## config.mk

```make
export PLATFORM = sky130hd
export DESIGN_NAME = matmul_result_writer_flat
export DESIGN_NICKNAME = d
export VERILOG_FILES = /design/src/rtl/matmul_result_writer_if.sv /design/src/rtl/matmul_result_writer.sv /design/src/flat_wrapper.sv
export SDC_FILE = /design/constraint.sdc
export NUM_CORES = 1
export LEC_CHECK = 0
export CAP_MARGIN = 20
export CORE_MARGIN = 2
export CORE_UTILIZATION = 54
export CTS_CLUSTER_SIZE = 28
export DETAILED_ROUTE_END_ITERATION = 10
export PLACE_DENSITY = 0.82
export SYNTH_ARGS = -nofsm -noshare
export SYNTH_HDL_FRONTEND = slang
export SYNTH_SLANG_ARGS = --single-unit
```

## constraint.sdc

```tcl
create_clock -name clk_i -period 6.1 [get_ports clk_i]
set_input_delay 1.22 -clock clk_i [delete_from_list [all_inputs] [get_ports clk_i]]
set_output_delay 1.22 -clock clk_i [all_outputs]
set_load 0.01 [all_outputs]
```

## src/rtl/matmul_result_writer_if.sv

```systemverilog
// Write bus between the result writer and the result memory.
// The master drives the address/data request and the slave answers with ready.
interface matmul_result_writer_if #(
    parameter int BUS_WIDTH  = 16,
    parameter int ADDR_WIDTH = 4
);
    logic                  wr_en_o;
    logic [ADDR_WIDTH-1:0] wr_addr_o;
    logic [BUS_WIDTH-1:0]  wr_data_o;
    logic                  wr_ready_i;

    modport master (
        output wr_en_o,
        output wr_addr_o,
        output wr_data_o,
        input  wr_ready_i
    );

    modport slave (
        input  wr_en_o,
        input  wr_addr_o,
        input  wr_data_o,
        output wr_ready_i
    );
endinterface

```

## src/rtl/matmul_result_writer.sv

```systemverilog
// Matrix-multiply result writer.
// Validates the requested dimensions, starts the multiplier, snapshots its
// column-major result matrix and overflow flags, then streams the N x M
// elements row-major over a ready/valid write bus and pulses finish_write_o.
module matmul_result_writer #(
    parameter int  DATA_WIDTH = 8,
    parameter int  BUS_WIDTH  = 16,
    parameter int  ADDR_WIDTH = 4,
    localparam int MAX_DIM    = BUS_WIDTH / DATA_WIDTH
) (
    input  logic                                 clk_i,
    input  logic                                 rst_ni,
    input  logic                                 go_i,
    input  logic [2:0]                           n_dim_i,
    input  logic [2:0]                           k_dim_i,
    input  logic [2:0]                           m_dim_i,
    output logic                                 start_o,
    input  logic                                 finish_mul_i,
    input  logic [MAX_DIM*MAX_DIM*BUS_WIDTH-1:0] c_matrix_i,
    input  logic [MAX_DIM*MAX_DIM-1:0]           flags_i,
    matmul_result_writer_if.master               wr_if,
    output logic                                 finish_write_o,
    output logic [MAX_DIM*MAX_DIM-1:0]           flags_o,
    output logic                                 busy_o,
    output logic                                 err_o
);

    localparam int         NUM_EL    = MAX_DIM * MAX_DIM;
    localparam int         IDX_W     = (NUM_EL > 1) ? $clog2(NUM_EL) : 1;
    localparam logic [2:0] MAX_DIM_D = 3'(MAX_DIM);

    typedef enum logic [1:0] {
        IDLE,
        MUL,
        WRITE,
        DONE
    } state_t;

    state_t                  state_reg;
    logic [2:0]              n_reg;
    logic [2:0]              m_reg;
    logic [2:0]              row_reg;
    logic [2:0]              col_reg;
    logic                    start_reg;
    logic                    wr_en_reg;
    logic [ADDR_WIDTH-1:0]   wr_addr_reg;
    logic [BUS_WIDTH-1:0]    wr_data_reg;
    logic                    finish_reg;
    logic [NUM_EL-1:0]       flags_reg;
    logic                    err_reg;
    logic [BUS_WIDTH-1:0]    buf_reg [NUM_EL];

    // Result matrix re-ordered so that entry r*MAX_DIM+c holds element (r,c);
    // the multiplier delivers it column-major.
    logic [BUS_WIDTH-1:0]    c_elem [NUM_EL];

    logic                    dims_ok;
    logic                    col_last;
    logic                    row_last;
    logic [2:0]              row_next;
    logic [2:0]              col_next;
    logic [ADDR_WIDTH-1:0]   addr_next;
    logic [IDX_W-1:0]        idx_next;

    for (genvar gi = 0; gi < NUM_EL; gi++) begin : g_elem
        localparam int ROW = gi / MAX_DIM;
        localparam int COL = gi % MAX_DIM;
        assign c_elem[gi] = c_matrix_i[(COL*MAX_DIM + ROW)*BUS_WIDTH +: BUS_WIDTH];
    end

    // K only qualifies the request; the write path never needs it afterwards.
    assign dims_ok = (n_dim_i != 3'd0) && (n_dim_i <= MAX_DIM_D) &&
                     (k_dim_i != 3'd0) && (k_dim_i <= MAX_DIM_D) &&
                     (m_dim_i != 3'd0) && (m_dim_i <= MAX_DIM_D);

    // Row-major walk: column advances first, wraps at m-1 and bumps the row.
    always_comb begin
        col_last = (col_reg == m_reg - 3'd1);
        row_last = (row_reg == n_reg - 3'd1);
        row_next = row_reg;
        col_next = col_reg + 3'd1;
        if (col_last) begin
            col_next = 3'd0;
            row_next = row_reg + 3'd1;
        end
        addr_next = ADDR_WIDTH'(int'(row_next) * MAX_DIM + int'(col_next));
        idx_next  = IDX_W'(int'(row_next) * MAX_DIM + int'(col_next));
    end

    // Control FSM with registered outputs; the first element is presented on
    // the capture edge so the bus can accept one element per cycle.
    always_ff @(posedge clk_i or negedge rst_ni) begin
        if (!rst_ni) begin
            state_reg   <= IDLE;
            n_reg       <= 3'd0;
            m_reg       <= 3'd0;
            row_reg     <= 3'd0;
            col_reg     <= 3'd0;
            start_reg   <= 1'b0;
            wr_en_reg   <= 1'b0;
            wr_addr_reg <= '0;
            wr_data_reg <= '0;
            finish_reg  <= 1'b0;
            flags_reg   <= '0;
            err_reg     <= 1'b0;
            for (int i = 0; i < NUM_EL; i++) begin
                buf_reg[i] <= '0;
            end
        end else begin
            err_reg    <= 1'b0;
            finish_reg <= 1'b0;
            case (state_reg)
                IDLE: begin
                    if (go_i) begin
                        if (dims_ok) begin
                            n_reg     <= n_dim_i;
                            m_reg     <= m_dim_i;
                            start_reg <= 1'b1;
                            state_reg <= MUL;
                        end else begin
                            err_reg <= 1'b1;
                        end
                    end
                end
                MUL: begin
                    if (finish_mul_i) begin
                        buf_reg     <= c_elem;
                        flags_reg   <= flags_i;
                        start_reg   <= 1'b0;
                        row_reg     <= 3'd0;
                        col_reg     <= 3'd0;
                        wr_en_reg   <= 1'b1;
                        wr_addr_reg <= '0;
                        wr_data_reg <= c_elem[0];
                        state_reg   <= WRITE;
                    end
                end
                WRITE: begin
                    if (wr_en_reg && wr_if.wr_ready_i) begin
                        if (col_last && row_last) begin
                            wr_en_reg  <= 1'b0;
                            finish_reg <= 1'b1;
                            state_reg  <= DONE;
                        end else begin
                            row_reg     <= row_next;
                            col_reg     <= col_next;
                            wr_addr_reg <= addr_next;
                            wr_data_reg <= buf_reg[idx_next];
                        end
                    end
                end
                DONE: begin
                    state_reg <= IDLE;
                end
                default: begin
                    state_reg <= IDLE;
                end
            endcase
        end
    end

    assign start_o         = start_reg;
    assign wr_if.wr_en_o   = wr_en_reg;
    assign wr_if.wr_addr_o = wr_addr_reg;
    assign wr_if.wr_data_o = wr_data_reg;
    assign finish_write_o  = finish_reg;
    assign flags_o         = flags_reg;
    assign err_o           = err_reg;
    assign busy_o          = (state_reg != IDLE);

endmodule
```

## src/flat_wrapper.sv

```systemverilog
// flat-port wrapper written by rule: the top's interface ports become plain ports
module matmul_result_writer_flat 
#(
    parameter int  DATA_WIDTH = 8,
    parameter int  BUS_WIDTH  = 16,
    parameter int  ADDR_WIDTH = 4,
    localparam int MAX_DIM    = BUS_WIDTH / DATA_WIDTH
)
  (clk_i, rst_ni, go_i, n_dim_i, k_dim_i, m_dim_i, start_o, finish_mul_i, c_matrix_i, flags_i, finish_write_o, flags_o, busy_o, err_o, wr_if_wr_en_o, wr_if_wr_addr_o, wr_if_wr_data_o, wr_if_wr_ready_i);
  matmul_result_writer_if #(.BUS_WIDTH(BUS_WIDTH), .ADDR_WIDTH(ADDR_WIDTH)) wr_if_i ();
  input  logic clk_i;
  input  logic rst_ni;
  input  logic go_i;
  input  logic [2:0] n_dim_i;
  input  logic [2:0] k_dim_i;
  input  logic [2:0] m_dim_i;
  output logic start_o;
  input  logic finish_mul_i;
  input  logic [MAX_DIM*MAX_DIM*BUS_WIDTH-1:0] c_matrix_i;
  input  logic [MAX_DIM*MAX_DIM-1:0] flags_i;
  output logic finish_write_o;
  output logic [MAX_DIM*MAX_DIM-1:0] flags_o;
  output logic busy_o;
  output logic err_o;
  output wire logic [$bits(wr_if_i.wr_en_o)-1:0] wr_if_wr_en_o;
  output wire logic [$bits(wr_if_i.wr_addr_o)-1:0] wr_if_wr_addr_o;
  output wire logic [$bits(wr_if_i.wr_data_o)-1:0] wr_if_wr_data_o;
  input wire logic [$bits(wr_if_i.wr_ready_i)-1:0] wr_if_wr_ready_i;
  assign wr_if_wr_en_o = wr_if_i.wr_en_o;
  assign wr_if_wr_addr_o = wr_if_i.wr_addr_o;
  assign wr_if_wr_data_o = wr_if_i.wr_data_o;
  assign wr_if_i.wr_ready_i = wr_if_wr_ready_i;
  matmul_result_writer #(.DATA_WIDTH(DATA_WIDTH), .BUS_WIDTH(BUS_WIDTH), .ADDR_WIDTH(ADDR_WIDTH)) u_core (.clk_i(clk_i), .rst_ni(rst_ni), .go_i(go_i), .n_dim_i(n_dim_i), .k_dim_i(k_dim_i), .m_dim_i(m_dim_i), .start_o(start_o), .finish_mul_i(finish_mul_i), .c_matrix_i(c_matrix_i), .flags_i(flags_i), .wr_if(wr_if_i), .finish_write_o(finish_write_o), .flags_o(flags_o), .busy_o(busy_o), .err_o(err_o));
endmodule
```

**Word-level counts from Yosys, hierarchy flattened**

Index checks and enable logic that the tools add are counted.

- Input port bits: 82
- Bits in registers: 106
- Output and inout port bits: 29

- Magnitude comparators: 4
- Bitwise logic cells: 1
- $add $sub $neg: 5
- Equal/unequal tests: 11
- Multiplexer cells: 40
- Reduce and logical (&&, ||, !) cells: 20

Operator list:

| kind | count |
|---|---|
| 16-bit 2-to-1 mux | 5 |
| 16-bit binary-select mux with 2-bit select | 1 |
| 16-bit one-hot mux with 2 select lines | 1 |
| 3-bit 2-to-1 mux | 7 |
| 1-bit 2-to-1 mux | 12 |
| 4-bit 2-to-1 mux | 3 |
| 3-bit one-hot mux with 2 select lines | 2 |
| 4-bit AND reduction | 3 |
| 2-bit 2-to-1 mux | 5 |
| 3-bit by 2-bit less-or-equal comparator with 1-bit output (second input constant) | 3 |
| 3-bit nonzero test | 3 |
| 2-bit one-hot mux with 4 select lines | 1 |
| 4-bit one-hot mux with 2 select lines | 1 |
| 1-bit logical AND | 7 |
| 3-bit by 1-bit adder with 3-bit output (second input constant) | 2 |
| 3-bit equality test | 2 |
| 2-bit by 1-bit != test with 1-bit output (second input constant) | 3 |
| 2-bit != test (second input constant) | 3 |
| 2-bit nonzero test | 3 |
| 3-bit by 1-bit subtractor with 3-bit output (second input constant) | 2 |
| 5-bit AND reduction | 1 |
| 4-bit by 3-bit adder with 4-bit output | 1 |
| 2-bit equality test (second input constant) | 2 |
| 1-bit one-hot mux with 2 select lines | 2 |
| 6 further kinds | 6 |

**Logic depth before layout (Yosys ltp)**

Gate-level depths: netlist of run 1.

- Depth in word-level cells: 11
- Gate-level depth with buffers: 12

**Worst setup path after synthesis of run 1**

Ideal clock, no wire load.

- Kind: flip-flop to flip-flop
- Start: register u_core.m_reg[0]
- End: register u_core.wr_data_reg[15] (netlist: u_core.wr_if.wr_data_o[15])
- Period minus slack after synthesis: 3,181 ps
- Library setup time: 122 ps
- Required time: 5,978 ps
- Arrival: 3,059 ps
- Cell stages (with the launch flop): 13
- Setup slack: 2,919 ps
- Cells stage by stage: dfrtp_1 -> inv_1 -> ha_1 -> xor2_1 -> nand3_2 -> and2_1 -> ha_1 -> clkbuf_1 -> buf_1 -> mux2i_1 -> mux2i_1 -> mux2i_1 -> a21oi_2

- Longest elaborated chain between the ends: 11
- Elaborated cells between the ends (all ways): 15
- Classes of those cells: add/sub: 2; eq/ne: 2; mux: 8; bitwise: 1; reduce/logical: 2

RTL lines:

| element | RTL line | source |
|---|---|---|
| start: declaration | matmul_result_writer.sv:41 | `logic [2:0] m_reg;` |
| start signal: assignment | matmul_result_writer.sv:117 | `m_reg <= m_dim_i;` |
| 3-bit by 1-bit subtractor with 3-bit output * | matmul_result_writer.sv:78 | `col_last = (col_reg == m_reg - 3'd1);` |
| 3-bit equality test * | matmul_result_writer.sv:78 |  |
| 3-bit 2-to-1 mux | matmul_result_writer.sv:82 | `if (col_last) begin` |
| 4-bit by 3-bit adder with 4-bit output | n/a |  |
| 2-bit inverter with 3-bit output (not written as such) | matmul_result_writer.sv:148 | `wr_data_reg <= buf_reg[idx_next];` |
| 16-bit binary-select mux with 2-bit select | matmul_result_writer.sv:148 |  |
| 16-bit 2-to-1 mux (not written as such) (2 in a row) | matmul_result_writer.sv:148 |  |
| 16-bit 2-to-1 mux | matmul_result_writer.sv:140 | `if (col_last && row_last) begin` |
| 16-bit 2-to-1 mux | matmul_result_writer.sv:139 | `if (wr_en_reg && wr_if.wr_ready_i) begin` |
| 16-bit one-hot mux with 2 select lines | matmul_result_writer.sv:112 | `case (state_reg)` |
| end signal: assignment | matmul_result_writer.sv:134 | `wr_data_reg <= c_elem[0];` |
| end signal: assignment | matmul_result_writer.sv:148 |  |
| end: declaration | matmul_result_writer.sv:47 | `logic [BUS_WIDTH-1:0] wr_data_reg;` |

Every way passes the cells marked *; elsewhere a longest branch is shown, timed or not. The select of a mux whose other input is x is not followed.
A chain may end at the register's enable or synchronous reset.

**Worst setup path after layout of run 1**

- Start: register u_core.m_reg[0]
- End: register u_core.wr_data_reg[1] (netlist: u_core.wr_if.wr_data_o[1])

Same word-level chain as after synthesis.

==> run_results.csv, run 1 <==
group,metric,value,unit
timing,skew,0.0119,ns
clock_tree,clk_path_buf_depth,2,
floorplanning,io_pins,111,
grt,overflow,0,
logic_synthesis,avgSynthCellArea,12.7,sq um
logic_synthesis,yosys-top-cells-area,"dfrtp_1, mux2_2, mux2i_1",
grt,gr-usage-all-layers,0.221,
timing,drv_slew,0,
grt,busiest_layer,"met2",
detailed_routing,route.detailed.drc,0,
detailed_routing,dr.pass1.iters,4,
grt,grt_max_degree,60,
clock_tree,cts_tree,"built",
worst_setup_path,r2r-end,"u_core.wr_if.wr_data_o[1]$_DFFE_PN0P_",
logic_synthesis,ys_seq_area_frac,0.520,
layout,nets,592,
logic_synthesis,synthCells,398,
clock_tree,root_buffer,"clkbuf_8",
min_path,min_path_type,"register to register",
floorplanning,core_region_area,0.00915,sq mm
layout,syn2layout_area_growth,27.0,%
logic_synthesis,synth_adder_area_share,0.0238,
worst_setup_path,cp-startpoint,"u_core.m_reg[0]$_DFFE_PN0P_",
placed_design,hpwl,7450,um
logic_synthesis,yosys.area.top_type,"dfrtp_1",
floorplanning,fp-row-count,35,
timing,finalCriticalPeriod,3.58,ns
grt,antenna_found_initial,0,
power_and_ir_drop,totalPowerFinal,3.87,mW
logic_synthesis,yosysMostFrequentCell,"dfrtp_1",
layout,largest_register_ffs,64,
placed_design,place.port_buffers,110,
power_and_ir_drop,p_leak,2.85,nW
logic_synthesis,ys_types,36,
timing,rsz0062_at_grt,"no",
floorplanning,start_util,0.552,
worst_setup_path,critPathMostFrequentCell,"mux2i_1",
worst_setup_path,r2r_setup_slack,2.52,ns
worst_setup_path,cpPeakStageDelay,1.00,ns
worst_setup_path,endpoint,"u_core.wr_if.wr_data_o[1]$_DFFE_PN0P_",
detailed_routing,drt_iter0_drc,114,
logic_synthesis,synth_top_family_by_area,"multiplexers",
clock_tree,clock_latency,0.36,ns
detailed_routing,finalWirelength,10600,um
flow_run,maxCapViolations,0,
layout,antenna_cells,0,
worst_setup_path,reg2reg_from,"u_core.m_reg[0]$_DFFE_PN0P_",
detailed_routing,via_per_inst,5.55,
timing,setup_tns,0,ns
logic_synthesis,async_flop_share,1.00,
detailed_routing,route.vias.total,3422,
timing,slew_headroom,0.292,
logic_synthesis,synth_simple_gate_area_share,0.0579,
clock_tree,hold_buffers,0,
grt,grt_pass1_wl,17600,um
detailed_routing,detail-route-antenna-nets,0,
floorplanning,die_area,0.0101,sq mm
layout,layout-drive-gt1-share,0.196,
power_and_ir_drop,peakVddDrop,0.519,mV
clock_tree,htreeDepth,3,
grt,use_met2,0.377,
logic_synthesis,yosys.area.top_type_share,0.520,
worst_setup_path,end_kind,"register",
floorplanning,die_w,101,um
clock_tree,cts_resized,0,
power_and_ir_drop,cellPowerDensity,603,mW/mm^2
logic_synthesis,syn_nets,489,
timing,final-setup-viol-count,0,
grt,grt_pass1_vias,3619,
logic_synthesis,ys.warnings.count,0,
worst_setup_path,rr_worst_depth,10,
worst_setup_path,start_kind,"register",
clock_tree,clkSlewWorstSetupHoldPaths,0.11,ns
worst_setup_path,critPathRequiredTime,6.31,ns
logic_synthesis,synth_compound_area_frac,0.0565,
worst_setup_path,crit_chain,"inv_1 > ha_1 > xor2_1 > nand3_2 > and2_1 > ha_2 > mux2i_1 > mux2i_1 > mux2i_1 > a21oi_1",
floorplanning,die_height,101,um
timing,final-hold-violation-count,0,
logic_synthesis,muxShareOfSynthArea,0.283,
logic_synthesis,synth-edff-count,0,
timing,post-route-period-util,0.588,
clock_tree,clock-sinks,105,
placed_design,gp_congestion,0.889,
logic_synthesis,ys_ff_latch,105,
grt,gr-usage-met3,0.0485,
worst_setup_path,crit_type,"register to register",
detailed_routing,routedWlPerCell,17.2,um
grt,grt_use_met1,0.281,
timing,tightest_slew,1.06,ns
logic_synthesis,synth_area,0.00505,sq mm
worst_setup_path,critical_path_arrival,3.79,ns
logic_synthesis,netlist_top_cells_count,"dfrtp_1, mux2_2, mux2i_1, nor2_1, a21oi_1",
clock_tree,post-cts-setup-buffers,0,
clock_tree,numCtsBuffers,9,
logic_synthesis,synth-xor-area-share,0.0282,
worst_setup_path,crit_slowest_cell,"ha_2",
worst_setup_path,crit_fanout,33,
run_status,status,"completed",
logic_synthesis,synth_ff_type,"dfrtp_1",
timing,fmaxAchievable,279,MHz
## per-layer routing
| metal | up-vias | part of all wire | routed length (um) |
|---|---|---|---|
| met2 | 91 | 0.51 | 5380 |
| met3 | 11 | 0.052 | 554 |
| li1 | 1606 | - | - |
| met4 | 0 | 0.016 | 171 |
| met1 | 1714 | 0.43 | 4530 |
| met5 | - | 0 | 0 |
## critical path, delay by kind of cell (launching register included)
kind,cells,cell delay [ns]
buf+inv,1,0.08
simple gates,2,0.53
compound gates,1,0.08
flops,1,0.45
mux,3,0.63
xor+xnor,1,0.36
fa+ha+maj,2,1.30
## area by class of cell
class,instances,area [sq um]
inverter,10,37.5
sequential,105,2630
timing repair buffer,114,1130
multi-input combinational,261,2280
clock inverter,5,61.3
fill,660,2730
clock buffer,11,151
tap,111,139
## where the power goes
part           internal [mW]  total (mW)  leakage (nW)  switching [mW]
Sequential              1.03        1.22          1.25           0.196
Clock                  0.216       0.453         0.110           0.237
Combinational           1.12        2.20          1.49            1.07
## worst min path at each step
| stage | start | end | slack [ns] | cells after the start |
|---|---|---|---|---|
| 3_5_place_dp | u_core.wr_if.wr_addr_o[2]$_DFFE_PN0P_ | u_core.wr_if.wr_addr_o[2]$_DFFE_PN0P_ | 0.48 | 2 |
| 2_1_floorplan | u_core.n_reg[2]$_DFFE_PN0P_ | u_core.n_reg[2]$_DFFE_PN0P_ | 0.48 | 1 |
| 5_1_grt | u_core.wr_if.wr_addr_o[3]$_DFFE_PN0P_ | u_core.wr_if.wr_addr_o[3]$_DFFE_PN0P_ | 0.52 | 2 |
| 4_1_cts | u_core.wr_if.wr_addr_o[2]$_DFFE_PN0P_ | u_core.wr_if.wr_addr_o[2]$_DFFE_PN0P_ | 0.50 | 2 |
| 6_report | u_core.wr_if.wr_addr_o[2]$_DFFE_PN0P_ | u_core.wr_if.wr_addr_o[2]$_DFFE_PN0P_ | 0.50 | 2 |
| 3_3_place_gp | u_core.wr_if.wr_addr_o[2]$_DFFE_PN0P_ | u_core.wr_if.wr_addr_o[2]$_DFFE_PN0P_ | 0.46 | 2 |
## through the flow
stage	std cells	setup slack (ns)	hold slack [ns]	utilization	instance area (sq um)
6_report	617	2.52	0.497	0.701	6420
5_1_grt	617	2.20	0.523	0.701	6420
4_1_cts	616	2.48	0.503	0.700	6410
3_5_place_dp	600	2.48	0.477	0.677	6200
3_3_place_gp	599	2.56	0.462	0.677	6190
2_1_floorplan	398	2.92	0.475	-	5050
## layout by cell type (no fill, tap or decap), types with 3 or more instances in the layout
master and instances:
clkdlybuf4s50_1 109, dfrtp_1 105, mux2_2 69, mux2i_1 65, nor2_1 20, a21oi_1 18
nand2_1 16, o21ai_0 11, clkbuf_8 11, inv_1 10, xor2_1 7, ha_1 6
nand3_1 5, and3_1 4, xnor2_1 4, nand4_1 4, nor3_1 3, nor2b_1 3
o31ai_1 3, buf_4 3
## cell families (layout without fill, tap and decap cells)
kind of cell,count (synthesis),in the layout
mux,134,134
flops,105,105
simple gates,62,62
compound gates,43,43
buf+inv,32,140
xor+xnor,13,13
fa+ha+maj,9,9
Note: power is estimated with default switching activity, not from simulation.
==> inputs of run 2 (changes only) <==
--- a/config.mk
+++ b/config.mk
@@ -7,10 +7,10 @@
 export LEC_CHECK = 0
 export CAP_MARGIN = 20
 export CORE_MARGIN = 2
-export CORE_UTILIZATION = 54
+export CORE_UTILIZATION = 51
 export CTS_CLUSTER_SIZE = 28
 export DETAILED_ROUTE_END_ITERATION = 10
-export PLACE_DENSITY = 0.82
+export PLACE_DENSITY = 0.77
 export SYNTH_ARGS = -nofsm -noshare
 export SYNTH_HDL_FRONTEND = slang
 export SYNTH_SLANG_ARGS = --single-unit
==> constraint.sdc (replaced) <==
create_clock -name clk_i -period 3.8 [get_ports clk_i]
set_input_delay 0.76 -clock clk_i [delete_from_list [all_inputs] [get_ports clk_i]]
set_output_delay 0.76 -clock clk_i [all_outputs]
set_load 0.01 [all_outputs]
==> run_results.csv, run 2 (synthesis gave the netlist of run 1 again) <==
group,metric,value,unit
run_status,status,"completed",
power_and_ir_drop,p_seq_frac,0.310,
timing,post-route-period-util,0.835,
worst_setup_path,start_kind,"register",
worst_setup_path,critPathRequiredTime,4.05,ns
floorplanning,fp-row-count,36,
placed_design,hpwl,7720,um
timing,slew_headroom,0.403,
worst_setup_path,cp-startpoint,"u_core.m_reg[0]$_DFFE_PN0P_",
timing,final-setup-viol-count,0,
layout,largest_register_ffs,64,
detailed_routing,via_per_inst,5.35,
worst_setup_path,crit_fanout,17,
clock_tree,clk_path_buf_depth,2,
power_and_ir_drop,p_clk_frac,0.120,
grt,gr-usage-met3,0.0453,
timing,rsz0062_at_grt,"no",
grt,antenna_found_initial,0,
timing,skew,0.0124,ns
grt,grt_pass1_vias,3712,
worst_setup_path,cpPeakStageDelay,0.46,ns
clock_tree,clock-sinks,105,
floorplanning,die_height,104,um
power_and_ir_drop,switchingPower,2.45,mW
clock_tree,cts_tree,"built",
clock_tree,htreeDepth,3,
placed_design,place.port_buffers,110,
grt,overflow,0,
layout,antenna_cells,0,
power_and_ir_drop,cellPowerDensity,969,mW/mm^2
layout,layout-drive-gt1-share,0.202,
layout,fillers,743,
floorplanning,core_region_area,0.00968,sq mm
worst_setup_path,crit_chain,"inv_1 > ha_1 > xor2_1 > nand3_2 > and2_1 > ha_2 > buf_4 > mux2i_1 > mux2i_1 > mux2i_1 > a21oi_2",
layout,final_cell_mix,"clkdlybuf4s50_1, dfrtp_1, mux2_2",
power_and_ir_drop,netSwitchingFraction,0.388,
clock_tree,cts_resized,0,
worst_setup_path,critPathBufInv,2,
worst_setup_path,reg2reg_from,"u_core.m_reg[0]$_DFFE_PN0P_",
detailed_routing,finalWirelength,10800,um
floorplanning,die_w,104,um
timing,finalCriticalPeriod,3.17,ns
layout,syn2layout_area_growth,28.9,%
detailed_routing,detail-route-antenna-nets,0,
detailed_routing,dr.pass1.iters,4,
grt,grt_pass1_wl,18100,um
worst_setup_path,critPathMostFrequentCell,"mux2i_1",
floorplanning,die_area,0.0107,sq mm
min_path,min_path_type,"input pin to async pin",
timing,final-hold-violation-count,0,
worst_setup_path,critical_path_arrival,3.42,ns
grt,gr-usage-all-layers,0.209,
timing,fmaxAchievable,315,MHz
layout,final_cell_area,0.00651,sq mm
clock_tree,clkSlewWorstSetupHoldPaths,0.10,ns
floorplanning,io_pins,111,
grt,grt_max_degree,69,
clock_tree,post-cts-setup-buffers,0,
clock_tree,numCtsBuffers,9,
power_and_ir_drop,pwr-share-comb,0.570,
detailed_routing,drt_iter0_drc,116,
floorplanning,start_util,0.522,
layout,final_common_cell,"clkdlybuf4s50_1",
power_and_ir_drop,p_int,3.86,mW
worst_setup_path,crit_type,"register to register",
layout,nets,598,
timing,drv_slew,0,
worst_setup_path,end_kind,"register",
detailed_routing,route.vias.total,3444,
timing,tightest_slew,0.896,ns
placed_design,gp_congestion,0.839,
flow_run,maxCapViolations,0,
detailed_routing,routedWlPerCell,16.8,um
grt,grt_use_met1,0.263,
timing,setup_tns,0,ns
placed_design,placed_cell_area,0.00629,sq mm
power_and_ir_drop,p_leak,2.89,nW
detailed_routing,route.detailed.drc,0,
worst_setup_path,crit_slowest_cell,"dfrtp_1",
worst_setup_path,crit_family,"adder cells",
clock_tree,hold_buffers,0,
grt,busiest_layer,"met2",
power_and_ir_drop,peakVddDrop,0.773,mV
clock_tree,clock_latency,0.36,ns
clock_tree,root_buffer,"clkbuf_8",
grt,use_met2,0.355,
==> run 2: cell types whose count changed in the layout (fill, tap and decap cells not counted), sizes merged <==
cell | previous run | this run
bufinv | 1 | 2
inv | 12 | 10
buf | 4 | 10
==> run 2: routing by layer <==
metal | vias to the layer above | wire (um)
li1 | 1626 | -
met1 | 1707 | 4670
met2 | 95 | 5450
met3 | 16 | 508
met4 | 0 | 194
met5 | - | 0
==> run 2: final timing paths <==
check                           slack, ns                               endpoint  cells past startpoint
max in group asynchronous            2.53         u_core.buf_reg[22]$_DFFE_PN0P_                      2
worst min register to register       0.49  u_core.wr_if.wr_addr_o[1]$_DFFE_PN0P_                      2
worst max-delay path                 0.63  u_core.wr_if.wr_data_o[3]$_DFFE_PN0P_                     11
worst min-delay path                 0.45            u_core.m_reg[0]$_DFFE_PN0P_                      1
worst max register to register       0.63  u_core.wr_if.wr_data_o[3]$_DFFE_PN0P_                     11
min in group clk_i                   0.49  u_core.wr_if.wr_addr_o[1]$_DFFE_PN0P_                      2
==> run 2: power groups by stage <==
| stage | logic, mW | registers, mW | clock network (mW) |
|---|---|---|---|
| 2_1_floorplan | 2.67 | 1.94 | 0 |
| 3_3_place_gp | 3.44 | 1.96 | 0 |
| 3_5_place_dp | 3.62 | 1.98 | 0 |
| 4_1_cts | 3.63 | 1.96 | 0.774 |
| 5_1_grt | 3.93 | 2.02 | 0.824 |
| 6_report | 3.60 | 1.96 | 0.756 |
==> run 2: area by class of cell <==
| type | instances | area [sq um] | area share |
|---|---|---|---|
| Sequential cell | 105 | 2630 | 0.404 |
| Inverter | 10 | 37.5 | 0.00577 |
| Tap cell | 133 | 166 | 0.0256 |
| Clock buffer | 11 | 141 | 0.0217 |
| Timing Repair Buffer | 120 | 1180 | 0.182 |
| Clock inverter | 4 | 77.6 | 0.0119 |
| Multi-Input combinational cell | 261 | 2280 | 0.350 |
==> run 2: stage by stage <==
step            util  std cells  hold slack, ns  power [mW]  setup WS [ns]
2_1_floorplan      -        398           0.464        4.61          0.619
3_3_place_gp   0.649        628           0.457        5.39          0.795
3_5_place_dp   0.649        628           0.461        5.60          0.649
4_1_cts        0.672        643           0.457        6.36          0.630
5_1_grt        0.672        644           0.492        6.78          0.351
6_report       0.672        644           0.449        6.31          0.627
==> run 2: worst register-to-register path: cells and delay by family (launching register included) <==
kind	cells	cell delay, ns
multiplexers	3	0.62
adder cells (fa/ha/maj)	2	0.61
AND/OR/NAND/NOR	2	0.54
flip-flops	1	0.46
buffers and inverters	2	0.39
XOR/XNOR	1	0.37
AO/OA/AOI/OAI	1	0.07
